### src/rtl/buf_owner_arbiter.sv
// Exclusive-ownership arbiter: registered one-hot grant, release by pulse, fixed-priority or round-robin.
// Optional hold watchdog enabled by defining ARB_TIMEOUT_EN.
module buf_owner_arbiter #(
   parameter int N_REQ       = 2,
   parameter int RR_MODE     = 0,
   parameter int RESET_OWNER = -1,
   parameter int TIMEOUT_CYC = 1024,
   localparam int IDX_W      = (N_REQ > 1) ? $clog2(N_REQ) : 1
) (
   input  logic             clk_int,
   input  logic             rst_int,
   input  logic [N_REQ-1:0] req,
   input  logic [N_REQ-1:0] rel,
   output logic [N_REQ-1:0] grant,
   output logic             grant_any,
   output logic [IDX_W-1:0] owner_idx,
   output logic             proto_err,
   output logic             timeout
);

   typedef enum logic {IDLE, OWNED} state_t;

   function automatic logic [N_REQ-1:0] rst_grant_f();
      logic [N_REQ-1:0] g;
      g = '0;
      for (int i = 0; i < N_REQ; i++)
         if (i == RESET_OWNER) g[i] = 1'b1;
      return g;
   endfunction

   localparam logic [N_REQ-1:0] RST_GRANT = rst_grant_f();
   localparam logic [IDX_W-1:0] RST_IDX   = (RESET_OWNER >= 0) ? IDX_W'(RESET_OWNER) : '0;
   localparam state_t           RST_STATE = (RESET_OWNER >= 0) ? OWNED : IDLE;

   if (N_REQ < 2 || TIMEOUT_CYC < 1) begin : g_param_chk
      $error("buf_owner_arbiter: N_REQ must be >= 2 and TIMEOUT_CYC >= 1");
   end

   state_t           state;
   logic [IDX_W-1:0] rr_last;
   logic             hi_vld, lo_vld, win_vld;
   logic [IDX_W-1:0] hi_idx, lo_idx, win_idx;

   // hi: lowest request above rr_last (RR only); lo: lowest request at/below it.
   // In fixed-priority mode everything lands in lo, i.e. lowest index wins.
   always_comb begin
      hi_vld = 1'b0;
      hi_idx = '0;
      lo_vld = 1'b0;
      lo_idx = '0;
      for (int j = N_REQ - 1; j >= 0; j--) begin
         if (req[j]) begin
            if (RR_MODE != 0 && j > int'(rr_last)) begin
               hi_vld = 1'b1;
               hi_idx = IDX_W'(j);
            end else begin
               lo_vld = 1'b1;
               lo_idx = IDX_W'(j);
            end
         end
      end
      win_vld = hi_vld | lo_vld;
      win_idx = hi_vld ? hi_idx : lo_idx;
   end

`ifdef ARB_TIMEOUT_EN
   logic [31:0] hold_cnt;
`endif

   always_ff @(posedge clk_int) begin
      if (rst_int) begin
         state     <= RST_STATE;
         grant     <= RST_GRANT;
         owner_idx <= RST_IDX;
         grant_any <= (RESET_OWNER >= 0);
         proto_err <= 1'b0;
         rr_last   <= IDX_W'(N_REQ - 1);
`ifdef ARB_TIMEOUT_EN
         timeout   <= 1'b0;
         hold_cnt  <= '0;
`endif
      end else begin
         // grant is all-zero in IDLE, so any rel there counts as illegal
         proto_err <= |(rel & ~grant);
`ifdef ARB_TIMEOUT_EN
         timeout   <= 1'b0;
`endif
         case (state)
            IDLE: begin
               if (win_vld) begin
                  state     <= OWNED;
                  grant     <= N_REQ'(1) << win_idx;
                  owner_idx <= win_idx;
                  grant_any <= 1'b1;
                  if (RR_MODE != 0) rr_last <= win_idx;
`ifdef ARB_TIMEOUT_EN
                  hold_cnt  <= '0;
`endif
               end
            end
            OWNED: begin
               if (|(rel & grant)) begin
                  state     <= IDLE;
                  grant     <= '0;
                  owner_idx <= '0;
                  grant_any <= 1'b0;
               end
`ifdef ARB_TIMEOUT_EN
               else if (hold_cnt == 32'(TIMEOUT_CYC - 1)) begin
                  state     <= IDLE;
                  grant     <= '0;
                  owner_idx <= '0;
                  grant_any <= 1'b0;
                  timeout   <= 1'b1;
               end else begin
                  hold_cnt  <= hold_cnt + 32'd1;
               end
`endif
            end
            default: state <= IDLE;
         endcase
      end
   end

`ifndef ARB_TIMEOUT_EN
   assign timeout = 1'b0;
`endif

endmodule

### config.mk
export PLATFORM = sky130hd
export DESIGN_NAME = buf_owner_arbiter
export DESIGN_NICKNAME = d
export VERILOG_FILES = /design/src/rtl/buf_owner_arbiter.sv
export SDC_FILE = /design/constraint.sdc
export NUM_CORES = 1
export LEC_CHECK = 0
export CAP_MARGIN = 25
export CELL_PAD_IN_SITES_DETAIL_PLACEMENT = 1
export CELL_PAD_IN_SITES_GLOBAL_PLACEMENT = 1
export CORE_AREA = 2 2 39 41
export CTS_CLUSTER_SIZE = 28
export DETAILED_ROUTE_END_ITERATION = 7
export DIE_AREA = 0 0 41 43
export PLACE_DENSITY = 0.59
export SYNTH_ARGS = -nofsm -noshare
export SYNTH_HDL_FRONTEND = slang
export SYNTH_SLANG_ARGS = --single-unit
### constraint.sdc
create_clock -name clk_int -period 1.23 [get_ports clk_int]
set_input_delay 0.123 -clock clk_int [delete_from_list [all_inputs] [get_ports clk_int]]
set_output_delay 0.123 -clock clk_int [all_outputs]
set_load 0.02 [all_outputs]
Word-level counts from Yosys, hierarchy flattened --
Cells that the tools add are included.
Storage, ports and cells: bits in registers 6, input bits 6, output and inout bits 6
Operators by class: eq/ne operators 2, shifts and indexed selects 1, mux-type cells 14, bitwise operators 4, reduce and logical (&&, ||, !) cells 3
Operators by type and width (number):
- two-way mux 1 bit | 8
- one-hot mux 1 bit (2 select lines) | 3
- bitwise AND 2 bit | 2
- two-way mux 2 bit | 2
- one-hot mux 2 bit (2 select lines) | 1
- OR reduction 2 bit | 2
- != test 2 x 1 -> 1 bit, second input constant | 1
- != test 2 bit, second input constant | 1
- inverter 2 bit | 1
- AND reduction 2 bit | 1
- left shift 1 x 1 -> 2 bit, first input constant | 1
- inverter 1 bit | 1

Longest topological paths before layout --
Gate-level depths: netlist (run 1).
depth in word-level cells 5, gate-level depth with buffers 3, mapped depth without buffers 3

Worst setup path after synthesis (run 1) --
Ideal clock, no wire load.
path kind register to register, start point register grant[0], end point register grant_any, setup time 103 ps, data arrival time 913 ps, slack 214 ps, stages on the path, launching flop included 4, path buffers 0, clock period less this slack 1016 ps, cell sequence dfxtp_1 -> a22oi_2 -> nor2b_1 -> a2111oi_2
On the way: cells in the longest elaborated chain, start to end 4
Ends and longest elaborated chain:
- from (decl) | line 14 | output logic [N_REQ-1:0] grant,
- from (signal assigned) | line 92 | grant <= N_REQ'(1) << win_idx;
- bitwise AND 2 bit | line 102 | if (|(rel & grant)) begin
- OR reduction 2 bit | line 102
- != test 2 x 1 -> 1 bit (no source line)
- AND reduction 2 bit (no source line)
- to (signal assigned) | line 75 | grant_any <= (RESET_OWNER >= 0);
- to (decl) | line 15 | output logic grant_any,
Every way passes these cells. A chain may end at the register's enable or synchronous reset.

Worst setup path after layout (run 1) --
Ends and elaborated chain as after synthesis.

==> flow_summary.ini, run 1 <==
[outcome]
status = complete, no violations

[setup_path]
worstReg2RegStart = grant[0]$_SDFFE_PP0P_
worstPathMaxFanout = 5
cp.arrival_ns = 1.22
path_cells = buf_4 > a22oi_2 > nor2b_1 > a2111oi_2
rrSetupSlack_ns = 0.14
timing.rr.end = grant_any$_SDFFE_PP0P_
startpoint_type = flip-flop
end_kind = flip-flop
critPathKind = flip-flop to flip-flop
slowest_delay_ns = 0.30
cp.required_ns = 1.36
rr_worst_depth = 4
slowest_stage = dfxtp_1

[sta]
finalHoldWorstSlack_ns = 0.497
period_share_pct = 88.6
setup_violations = 0
maxSlewViolCount = 0
finalClockSkew_ns = 0.00458
layout_min_cycle_time_ns = 1.09
hold_viol_final = 0
clock.fmax_ghz = 0.918
grt_setup_unrepaired = no

[global_route]
track_usage_pct = 9.12
grt_util_met1_pct = 9.90
grt_pass1_wl_um = 1030
grt_max_degree = 9
use_met3_pct = 3.66
antenna_found_initial = 0
met2_usage_pct = 12.8
gr-max-usage-layer = met2
grt-ovfl-total = 0
first_global_vias = 262

[detailed_routing]
initialDrtViolationCount = 5
drt_first_pass_iters = 2
routed_wl_um = 576
drc = 0
via_per_inst = 4.07
via_count = 244
ant_nets = 0
wl_per_cell_um = 9.60

[synth]
yosysSeqAreaShare_pct = 41.7
ys_ff_latch = 5
synth_warnings = 0
syn_nets = 34
synth_cells = 28
yosysUniqueCellTypes = 15
syn_area_um2 = 240
avgSynthCellArea_um2 = 8.58

[cells_and_area]
drive_gt1_share_pct = 20.5
nets = 51
nFillCells = 171
fin_area_um2 = 395
area_delta_synth_final_pct = 64.6
final_cell_mix = dfxtp_1 (5), clkdlybuf4s50_1 (5), dlygate4sd2_1 (5)
diodes = 0

[clocking]
cts_tree = yes
holdBufCountCts = 0
clockBufferDepth = 2
postCtsSetupBuffers = 0
h-tree-depth = 1
cts_inserted_buffers = 3
clock_sinks = 5
root_buffer = clkbuf_4
cts.reportedPaths.clkPinSlew_ns = 0.05
clk_latency_ns = 0.24
cts_resized = 5

[hold_path]
hold_depth = 2
worstHoldPathType = primary input to flip-flop
whs_endpoint = grant_any$_SDFFE_PP0P_
hold_start = rst_int

[power]
p_per_area_mw_per_mm2 = 1200
p_leak_nw = 0.168
ir_drop_v = 0.000364

[placed_design]
postPlaceCellArea_um2 = 375
routabilityCongestion = 0.752
hpwl_um = 463
port_buffers = 10

[floorplanning]
pin_count = 12
fp-row-count = 14
die_w_um = 41
die_y_um = 43
start_util_pct = 17.4
coreArea_mm2 = 0.00138
dieArea_mm2 = 0.00176

[flow_run]
drv_cap = 0
[synth_stat cells]
master     n  share of area, %
nand2b_1   2               5.2
nor2b_1    2               5.2
nand3_1    1               2.1
inv_1      1               1.6
nor3_1     3               6.2
a21oi_1    4               8.3
o21ai_0    1               2.1
buf_4      2               6.2
nand2_1    1               1.6
dfxtp_1    5                42
a2111oi_2  1               6.2
a22oi_2    1               5.2
nor2_1     2               3.1
nand4b_1   1               3.6
conb_1     1               1.6
[worst max-delay path, delay by kind of cell, from the launching register on]
kind	cells	cell delay (ns)
DFF	1	0.30
buffers and inverters	1	0.14
AOI/OAI and AO/OA	2	0.45
and+or+nand+nor	1	0.09
[worst max path at each step]
stage / from / end / cells past startpoint
2_1_floorplan: grant[0]$_SDFFE_PP0P_ / grant_any$_SDFFE_PP0P_ / 3
3_5_place_dp: rel[0] / grant_any$_SDFFE_PP0P_ / 4
6_report: grant[0]$_SDFFE_PP0P_ / grant_any$_SDFFE_PP0P_ / 4
5_1_grt: owner_idx$_SDFFE_PP0P_ / grant_any$_SDFFE_PP0P_ / 4
4_1_cts: grant[0]$_SDFFE_PP0P_ / grant_any$_SDFFE_PP0P_ / 4
3_3_place_gp: rel[0] / grant_any$_SDFFE_PP0P_ / 4
[state kept, by name, summed over array words and instances (netlist names)]
register / cells
grant: 1
grant_any: 1
owner_idx: 1
proto_err: 1
state: 1
[report_power, final]
part / internal (mW) / total (mW) / switching [mW]
Clock: 0.123 / 0.190 / 0.0672
Combinational: 0.0512 / 0.100 / 0.0488
Sequential: 0.176 / 0.186 / 0.0101
[cells by family (layout without fill, tap and decap cells)]
| kind of cell | after synthesis | in the layout | synth area share [%] |
|---|---|---|---|
| other | 1 | 1 | 1.56 |
| AOI/OAI and AO/OA | 7 | 7 | 21.9 |
| DFF | 5 | 5 | 41.7 |
| and+or+nand+nor | 12 | 12 | 27.1 |
| buffers and inverters | 3 | 19 | 7.81 |
[per-layer routing]
layer,wire (µm),vias up
li1,-,126
met1,254,104
met2,240,12
met3,65,2
met4,16,0
met5,0,-
[stage by stage]
stage	TNS (ns)	worst slack (ns)	cells	power, mW	utilization, %
after CTS	0	0.118	60	0.489	28.6
after floorplan	0	0.214	28	0.240	-
after global routing	0	0.0669	60	0.512	28.6
after global placement	0	0.0228	56	0.297	27.1
final	0	0.140	60	0.476	28.6
after detailed placement	-0.0484	-0.0484	56	0.299	27.1
[layout make-up]
cell class,instances,area [µm²],area share [%]
Multi-Input combinational cell,20,121,30.7
Clock buffer,4,26.3,6.65
Inverter,1,3.75,0.949
Timing Repair Buffer,14,124,31.3
Sequential cell,5,100,25.3
Tap cell,16,20.0,5.06
Power figures use the tool's default switching activity.
==> run 2: changes to the inputs <==
--- a/config.mk
+++ b/config.mk
@@ -12,7 +12,7 @@
 export CTS_CLUSTER_SIZE = 28
 export DETAILED_ROUTE_END_ITERATION = 7
 export DIE_AREA = 0 0 41 43
-export PLACE_DENSITY = 0.59
+export PLACE_DENSITY = 0.66
 export SYNTH_ARGS = -nofsm -noshare
 export SYNTH_HDL_FRONTEND = slang
 export SYNTH_SLANG_ARGS = --single-unit
==> run 2 against run 1 <==
Clock power about the same. Sequential power is essentially flat. Power up 0.21%. Wire length down 2.8%. Non-clock buffer count increased by 1. Sequential cell count unchanged. Design area rose by 1.9%. Worst hold slack worse by 0.0091 ns. Via count up 3.3%. Clock-buffer cell count is the same. Register-to-register slack about the same. Global-route usage down 0.88 points.
==> flow_summary.ini, run 2 (same netlist as run 1, synthesis figures left out) <==
[sta]
setup_violations = 0
grt_setup_unrepaired = no
period_share_pct = 87.7
maxSlewViolCount = 0
layout_min_cycle_time_ns = 1.08
tns_ns = 0
finalClockSkew_ns = 0.00105
clock.fmax_ghz = 0.927
hold_viol_final = 0

[setup_path]
rr_worst_depth = 4
slowest_stage = dfxtp_1
timing.rr.end = grant_any$_SDFFE_PP0P_
crit_family = compound AO/OA/AOI/OAI gates
cp.arrival_ns = 1.22
worstReg2RegStart = owner_idx$_SDFFE_PP0P_
worstPathMaxFanout = 4
rrSetupSlack_ns = 0.15
startpoint_type = flip-flop
end_kind = flip-flop
path_buf_inv = 1
cp.required_ns = 1.37
path_cells = buf_4 > a22oi_2 > nor2b_1 > a2111oi_2
slowest_delay_ns = 0.31
critPathKind = flip-flop to flip-flop

[global_route]
track_usage_pct = 8.24
first_global_vias = 243
grt-ovfl-total = 0
grt_pass1_wl_um = 959
grt_max_degree = 9
antenna_found_initial = 0

[power]
p_sw_share_pct = 26.2
p_leak_nw = 0.172
p_int_uw = 352
combPwrFrac_pct = 21.3
power_frac_clock_pct = 39.4
p_switching_uw = 125
p_seq_share_pct = 39.4
total_power_uw = 477
p_per_area_mw_per_mm2 = 1180
ir_drop_v = 0.000459

[floorplanning]
die_w_um = 41
fp-row-count = 14
start_util_pct = 17.4
dieArea_mm2 = 0.00176
coreArea_mm2 = 0.00138
die_y_um = 43
pin_count = 12

[clocking]
clockBufferDepth = 2
holdBufCountCts = 0
clk_latency_ns = 0.24
h-tree-depth = 1
cts.reportedPaths.clkPinSlew_ns = 0.04
clock_sinks = 5
cts_inserted_buffers = 3
root_buffer = clkbuf_4
cts_tree = yes

[hold_path]
whs_endpoint = grant_any$_SDFFE_PP0P_
hold_start = rst_int
worstHoldPathType = primary input to flip-flop
hold_depth = 2

[flow_run]
drv_cap = 0

[detailed_routing]
wl_per_cell_um = 9.18
routed_wl_um = 560
routed.top_layer = met3
drc = 0
ant_nets = 0
drt_first_pass_iters = 4
via_per_inst = 4.13
via_count = 252
wl_met3_um = 54
wl_met1_um = 270
wl_met2_um = 235
initialDrtViolationCount = 1

[outcome]
status = complete, no violations

[cells_and_area]
drive_gt1_share_pct = 22.2
diodes = 0
nFillCells = 178
nets = 52
area_delta_synth_final_pct = 67.7
final_cell_mix = dfxtp_1 (5), clkdlybuf4s50_1 (5), dlygate4sd2_1 (5), buf_4 (5), a21oi_1 (4)

[placed_design]
port_buffers = 10
routabilityCongestion = 0.699
run 2: final cells by class:
class / instances / area [µm²] / area share (%)
Sequential cell: 5 / 100 / 24.8
Multi-Input combinational cell: 20 / 121 / 30.1
Clock buffer: 4 / 26.3 / 6.52
Timing Repair Buffer: 15 / 131 / 32.6
Inverter: 1 / 3.75 / 0.932
Tap cell: 16 / 20.0 / 4.97
run 2: repair_timing:
item                       in CTS  in global routing
setup buffers                   0                  0
gates resized for setup         5                  0
setup endpoints to repair       5                  0
run 2: per-layer routing:
layer / vias up / GRT usage [%]
met5: - / 0
met4: 0 / 6.00
met3: 0 / 3.14
met2: 10 / 10.0
met1: 113 / 11.3
li1: 129 / -
run 2: stage by stage:
| stage | area, µm² | hold slack (ns) | setup WS [ns] | utilization [%] | instances |
|---|---|---|---|---|---|
| 6_report | 403 | 0.488 | 0.151 | 29.1 | 61 |
| 5_1_grt | 403 | 0.503 | 0.0636 | 29.1 | 61 |
| 4_1_cts | 403 | 0.484 | 0.126 | 29.1 | 61 |
| 3_5_place_dp | 383 | 0.484 | -0.0355 | 27.7 | 57 |
| 3_3_place_gp | 383 | 0.488 | 0.00556 | 27.7 | 57 |
| 2_1_floorplan | 240 | 0.192 | 0.214 | - | 28 |
run 2: power by group through the flow:
stage,Combinational [mW],Sequential [mW],Clock (mW)
after floorplan,0.0366,0.204,0
after global routing,0.111,0.190,0.207
after detailed placement,0.110,0.191,0
after CTS,0.103,0.188,0.201
final,0.101,0.188,0.188
after global placement,0.109,0.191,0
run 2: worst max path at each step:
stage,from,end,slack [ns],cells past startpoint
finish,owner_idx$_SDFFE_PP0P_,grant_any$_SDFFE_PP0P_,0.15,4
global placement,rel[0],grant_any$_SDFFE_PP0P_,0.006,4
global route,owner_idx$_SDFFE_PP0P_,grant_any$_SDFFE_PP0P_,0.06,4
detailed placement,rel[0],grant_any$_SDFFE_PP0P_,-0.04,4
floorplan,grant[0]$_SDFFE_PP0P_,grant_any$_SDFFE_PP0P_,0.21,3
CTS,owner_idx$_SDFFE_PP0P_,grant_any$_SDFFE_PP0P_,0.13,4
==> edit 1, RTL diff (settings of run 2) <==
Set the parameter `RR_MODE` to 1 (it was 0).
--- a/src/rtl/buf_owner_arbiter.sv
+++ b/src/rtl/buf_owner_arbiter.sv
@@ -2,7 +2,7 @@
 // Optional hold watchdog enabled by defining ARB_TIMEOUT_EN.
 module buf_owner_arbiter #(
    parameter int N_REQ       = 2,
-   parameter int RR_MODE     = 0,
+   parameter int RR_MODE     = 1,
    parameter int RESET_OWNER = -1,
    parameter int TIMEOUT_CYC = 1024,
    localparam int IDX_W      = (N_REQ > 1) ? $clog2(N_REQ) : 1
Check against the original RTL: not equivalent (Yosys sat finds a counterexample within 4 cycles, from zero or initial values and one cycle with rst_int high).
==> edit 1 against run 2 <==
  * Wire length rose by 11%
  * Cell area up 0.62%
  * Area after synthesis grew 12%
  * Power grew 8.5%
  * Worst setup slack got worse by 0.011 ns
  * Via count fell by 5.6%
  * Sequential cell count is 1 higher
  * Utilization grew 0.18 points
  * Critical path type is now reg -> out
  * Highest routed layer unchanged
==> edit 1: results (changes against run 2) <==
[critical_path]
cp.arrival_ns = 0.97  ; was 1.22 ns
crit_start = grant[1]$_SDFFE_PP0P_  ; was owner_idx$_SDFFE_PP0P_
crit_fanout = 5  ; was 4
slowest_delay_ns = 0.37  ; was 0.31 ns
timing.rr.start = state$_SDFF_PP0_  ; was owner_idx$_SDFFE_PP0P_
cpLargestDelayFamily = flip-flops  ; was compound AO/OA/AOI/OAI gates

[synth]
seq_area_frac_synth_pct = 44.7  ; was 41.7%
synth_area_per_cell_um2 = 9.28  ; was 8.58 um2
synth_commonest_cells = dfxtp_1, nand2b_1, nor2_1  ; was dfxtp_1, a21oi_1, nor3_1
synth_cell_types = 16  ; was 15
synth.area.top_cells = dfxtp_1, nand2b_1, o32ai_2, a21o_1, buf_4  ; was dfxtp_1, a21oi_1, nor3_1, a2111oi_2, buf_4
synth_nets = 35  ; was 34

[power]
ir_worst_vdd_mv = 0.290  ; was 0.459 mV
power_leakage_nw = 0.186  ; was 0.172 nW
intPower_mw = 0.380  ; was 0.352 mW

[route]
drtIter0Drc = 3  ; was 1
routed_wl_um = 621  ; was 560 um
first_pass_iters = 4  ; unchanged
postRouteAntennaNets = 0  ; unchanged
vias_per_cell = 4.10  ; was 4.13
num_vias = 238  ; was 252

[place]
dpl_cell_area_um2 = 389  ; was 383 um2
place_inst = 55  ; was 57
place_congestion = 0.773  ; was 0.699
place_ws_ns = 0.00779  ; was -0.0355 ns

[grt]
grt_max_degree = 6  ; was 9
grtUsageTotal_pct = 9.14  ; was 8.24%
grt_pass1_wl_um = 986  ; was 959 um

[sta]
clock_skew_ns = 0.00101  ; was 0.00105 ns

[cells_and_area]
nNetsFinal = 50  ; was 52
n_antenna_cell = 0  ; unchanged
drive_gt1_share_pct = 16.7  ; was 22.2%

[clock_network]
clkTransAtPathRegs_ns = 0.04  ; about the same
htreeDepth = 1  ; unchanged
post_cts_resized = 5  ; unchanged

[worst_hold_path]
holdCritStartpoint = rel[1]  ; was rst_int

[status]
status = finished, final reports clean  ; unchanged

edit 1: cell count changes after synthesis, moves of 2 or more:
cell / change
a21oi_1: -3
nor2_1: +2
nand2b_1: +2
nor3_1: -2
a21o_1: +2
edit 1: routing by layer:
metal	up-vias	GRT usage (%)	part of all wire, %
met5	-	0	0
met4	0	8.00	0
met3	0	4.71	7.9
met2	6	11.9	48
met1	109	10.3	44
li1	123	-	-
edit 1: cells by family (layout without fill, tap and decap cells):
family	count (synthesis)	after routing	share of synthesized area, %
AOI/OAI and AO/OA	8	8	26.5
buffers and inverters	3	16	6.97
DFF	6	6	44.7
other	1	1	1.39
and+or+nand+nor	11	11	20.5
edit 1: final cells by class:
type                            count  area, um2
Timing Repair Buffer               12        109
Tap cell                           16       20.0
Fill cell                         179        978
Multi-Input combinational cell     20        130
Clock buffer                        3       22.5
Inverter                            1       3.75
Sequential cell                     6        120
edit 1: final timing paths:
kind              cells after the start  slack, ns                endpoint
setup / recovery                      1       0.14               owner_idx
hold / removal                        3       0.48    proto_err$_SDFF_PP0_
setup reg to reg                      3       0.21    rr_last$_SDFFE_PP1P_
hold reg to reg                       2       0.49  grant_any$_SDFFE_PP0P_
edit 1: power by group through the flow:
| stage | clock [mW] | combinational (mW) | sequential (mW) |
|---|---|---|---|
| floorplan | 0 | 0.0514 | 0.244 |
| global route | 0.198 | 0.119 | 0.233 |
| finish | 0.179 | 0.109 | 0.229 |
| global placement | 0 | 0.120 | 0.232 |
| detailed placement | 0 | 0.119 | 0.233 |
| CTS | 0.189 | 0.110 | 0.229 |
==> edit 2, RTL diff (config.mk and constraints of run 2) <==
Without the edit above. The output `proto_err` loses its register stage (`proto_err` becomes a continuous assignment).
--- a/src/rtl/buf_owner_arbiter.sv
+++ b/src/rtl/buf_owner_arbiter.sv
@@ -73,7 +73,6 @@
          grant     <= RST_GRANT;
          owner_idx <= RST_IDX;
          grant_any <= (RESET_OWNER >= 0);
-         proto_err <= 1'b0;
          rr_last   <= IDX_W'(N_REQ - 1);
 `ifdef ARB_TIMEOUT_EN
          timeout   <= 1'b0;
@@ -81,7 +80,6 @@
 `endif
       end else begin
          // grant is all-zero in IDLE, so any rel there counts as illegal
-         proto_err <= |(rel & ~grant);
 `ifdef ARB_TIMEOUT_EN
          timeout   <= 1'b0;
 `endif
@@ -122,6 +120,8 @@
       end
    end
 
+   assign proto_err = |(rel & ~grant);
+
 `ifndef ARB_TIMEOUT_EN
    assign timeout = 1'b0;
 `endif
Formal check against the unedited RTL: not equivalent (Yosys sat finds a counterexample within 4 cycles, from zero or initial values and one cycle with rst_int high).
==> edit 2 against run 2 <==
  * Cell area is 5.0% lower
  * Critical path depth stayed put
  * Power is 14% lower
  * Global-route usage is 0.90 points lower
  * Cell count is 1.6% lower
  * Die area stayed put
  * Sequential cell count is 1 lower
  * Clock skew is 0.0011 ns higher
  * Sequential share of layout area is 3.9 points lower
  * Area after synthesis is 11% lower
  * Wire length is 9.1% lower
  * Worst setup slack worse by 0.11 ns
  * Critical endpoint is now proto_err
==> edit 2: results (changes against run 2) <==
[grt]
grt_util_met3_pct = 6.28  ; was 3.14%
grtUsageTotal_pct = 7.34  ; was 8.24%
use_met1_pct = 7.42  ; was 11.3%
grt_max_degree = 9  ; unchanged
grt_pass1_wl_um = 828  ; was 959 um
grt_pass1_vias = 232  ; was 243
use_met2_pct = 10.9  ; was 10.0%

[synth]
synth_commonest_cells = dfxtp_1, a21oi_1, inv_1, nor3_1  ; was dfxtp_1, a21oi_1, nor3_1
seq_area_frac_synth_pct = 37.4  ; was 41.7%
synth_nets = 33  ; was 34
synth.area.top_cells = dfxtp_1, a21oi_1, nor3_1, a2111oi_2, buf_4  ; unchanged
synth-async-reset-ratio_pct = 0  ; unchanged
synth_cell_types = 15  ; unchanged

[route]
routed_wl_um = 509  ; was 560 um
met1Wirelength_um = 209  ; was 270 um
drtIter0Drc = 6  ; was 1
num_vias = 244  ; was 252
met2_length_um = 247  ; was 235 um
met3WireLength_um = 52  ; was 54 um

[worst_hold_path]
holdCritStartpoint = grant_any$_SDFFE_PP0P_  ; was rst_int
holdCritPathClass = reg -> reg  ; was in -> reg

[clock_network]
cts_buffer_depth = 2  ; unchanged
cts-root-buf = clkbuf_4  ; unchanged
htreeDepth = 1  ; unchanged

[sta]
fmax_mhz = 844  ; was 927 MHz
clock_skew_ns = 0.00212  ; was 0.00105 ns

[critical_path]
crit_start = rel[0]  ; was owner_idx$_SDFFE_PP0P_
slowest_delay_ns = 0.48  ; was 0.31 ns
crit_fanout = 2  ; was 4
cp.arrival_ns = 1.06  ; was 1.22 ns
r2r_slack_ns = 0.13  ; was 0.15 ns
slowest_stage = clkdlybuf4s50_1  ; was dfxtp_1
timing.rr.start = grant[0]$_SDFFE_PP0P_  ; was owner_idx$_SDFFE_PP0P_

[cells_and_area]
nNetsFinal = 52  ; unchanged
drive_gt1_share_pct = 27.3  ; was 22.2%
nFillCells = 170  ; was 178

[place]
place_congestion = 0.644  ; was 0.699
place_ws_ns = -0.293  ; was -0.0355 ns

[status]
status = finished, final reports clean  ; unchanged

[power]
power_leakage_nw = 0.171  ; was 0.172 nW
ir_worst_vdd_mv = 0.540  ; was 0.459 mV

-- edit 2: kinds of logic after synthesis --
group,share of synthesized area [%]
AND/OR/NAND/NOR,23.4
AO/OA/AOI/OAI,25.1
buffers and inverters,12.3
flip-flops,37.4
other,1.75
-- edit 2: final cells by class --
type	instances	area, um2	share of cell area (%)
clock buffers	3	22.5	5.88
well taps	16	20.0	5.23
flip-flops and latches	4	80.1	20.9
inverters	3	11.3	2.94
repair buffers	16	141	36.9
multi-input cells	18	108	28.1
-- edit 2: stage by stage --
step	utilization, %	std cells	hold WS (ns)	cell area, um2
after floorplan	-	27	0.192	214
after global placement	26.3	57	0.476	364
after detailed placement	26.3	57	0.496	364
after CTS	27.7	60	0.499	383
after global routing	27.7	60	0.516	383
final	27.7	60	0.490	383
-- edit 2: final timing paths --
| path | to | cells past startpoint |
|---|---|---|
| hold reg to reg | grant_any$_SDFFE_PP0P_ | 2 |
| setup reg to reg | grant_any$_SDFFE_PP0P_ | 4 |
| hold / removal | grant_any$_SDFFE_PP0P_ | 2 |
| setup / recovery | proto_err | 4 |
-- edit 2: power by group --
part / switching (mW) / leakage (nW) / total [mW] / internal, mW
Combinational: 0.0475 / 0.124 / 0.103 / 0.0554
Sequential: 0.0119 / 0.0332 / 0.153 / 0.141
Clock: 0.0463 / 0.0138 / 0.155 / 0.109
Total: 0.106 / 0.171 / 0.411 / 0.305
-- edit 2: worst max-delay path, delay by kind of cell --
kind / cells / cell delay, ns
buffers and inverters: 3 / 0.81
AO/OA/AOI/OAI: 1 / 0.14
-- edit 2: what timing repair did --
| action | in CTS | in global routing |
|---|---|---|
| setup endpoints to repair | 5 | 0 |
| resized for setup | 7 | 0 |
| setup buffers | 0 | 0 |
| hold buffers | 0 | 0 |
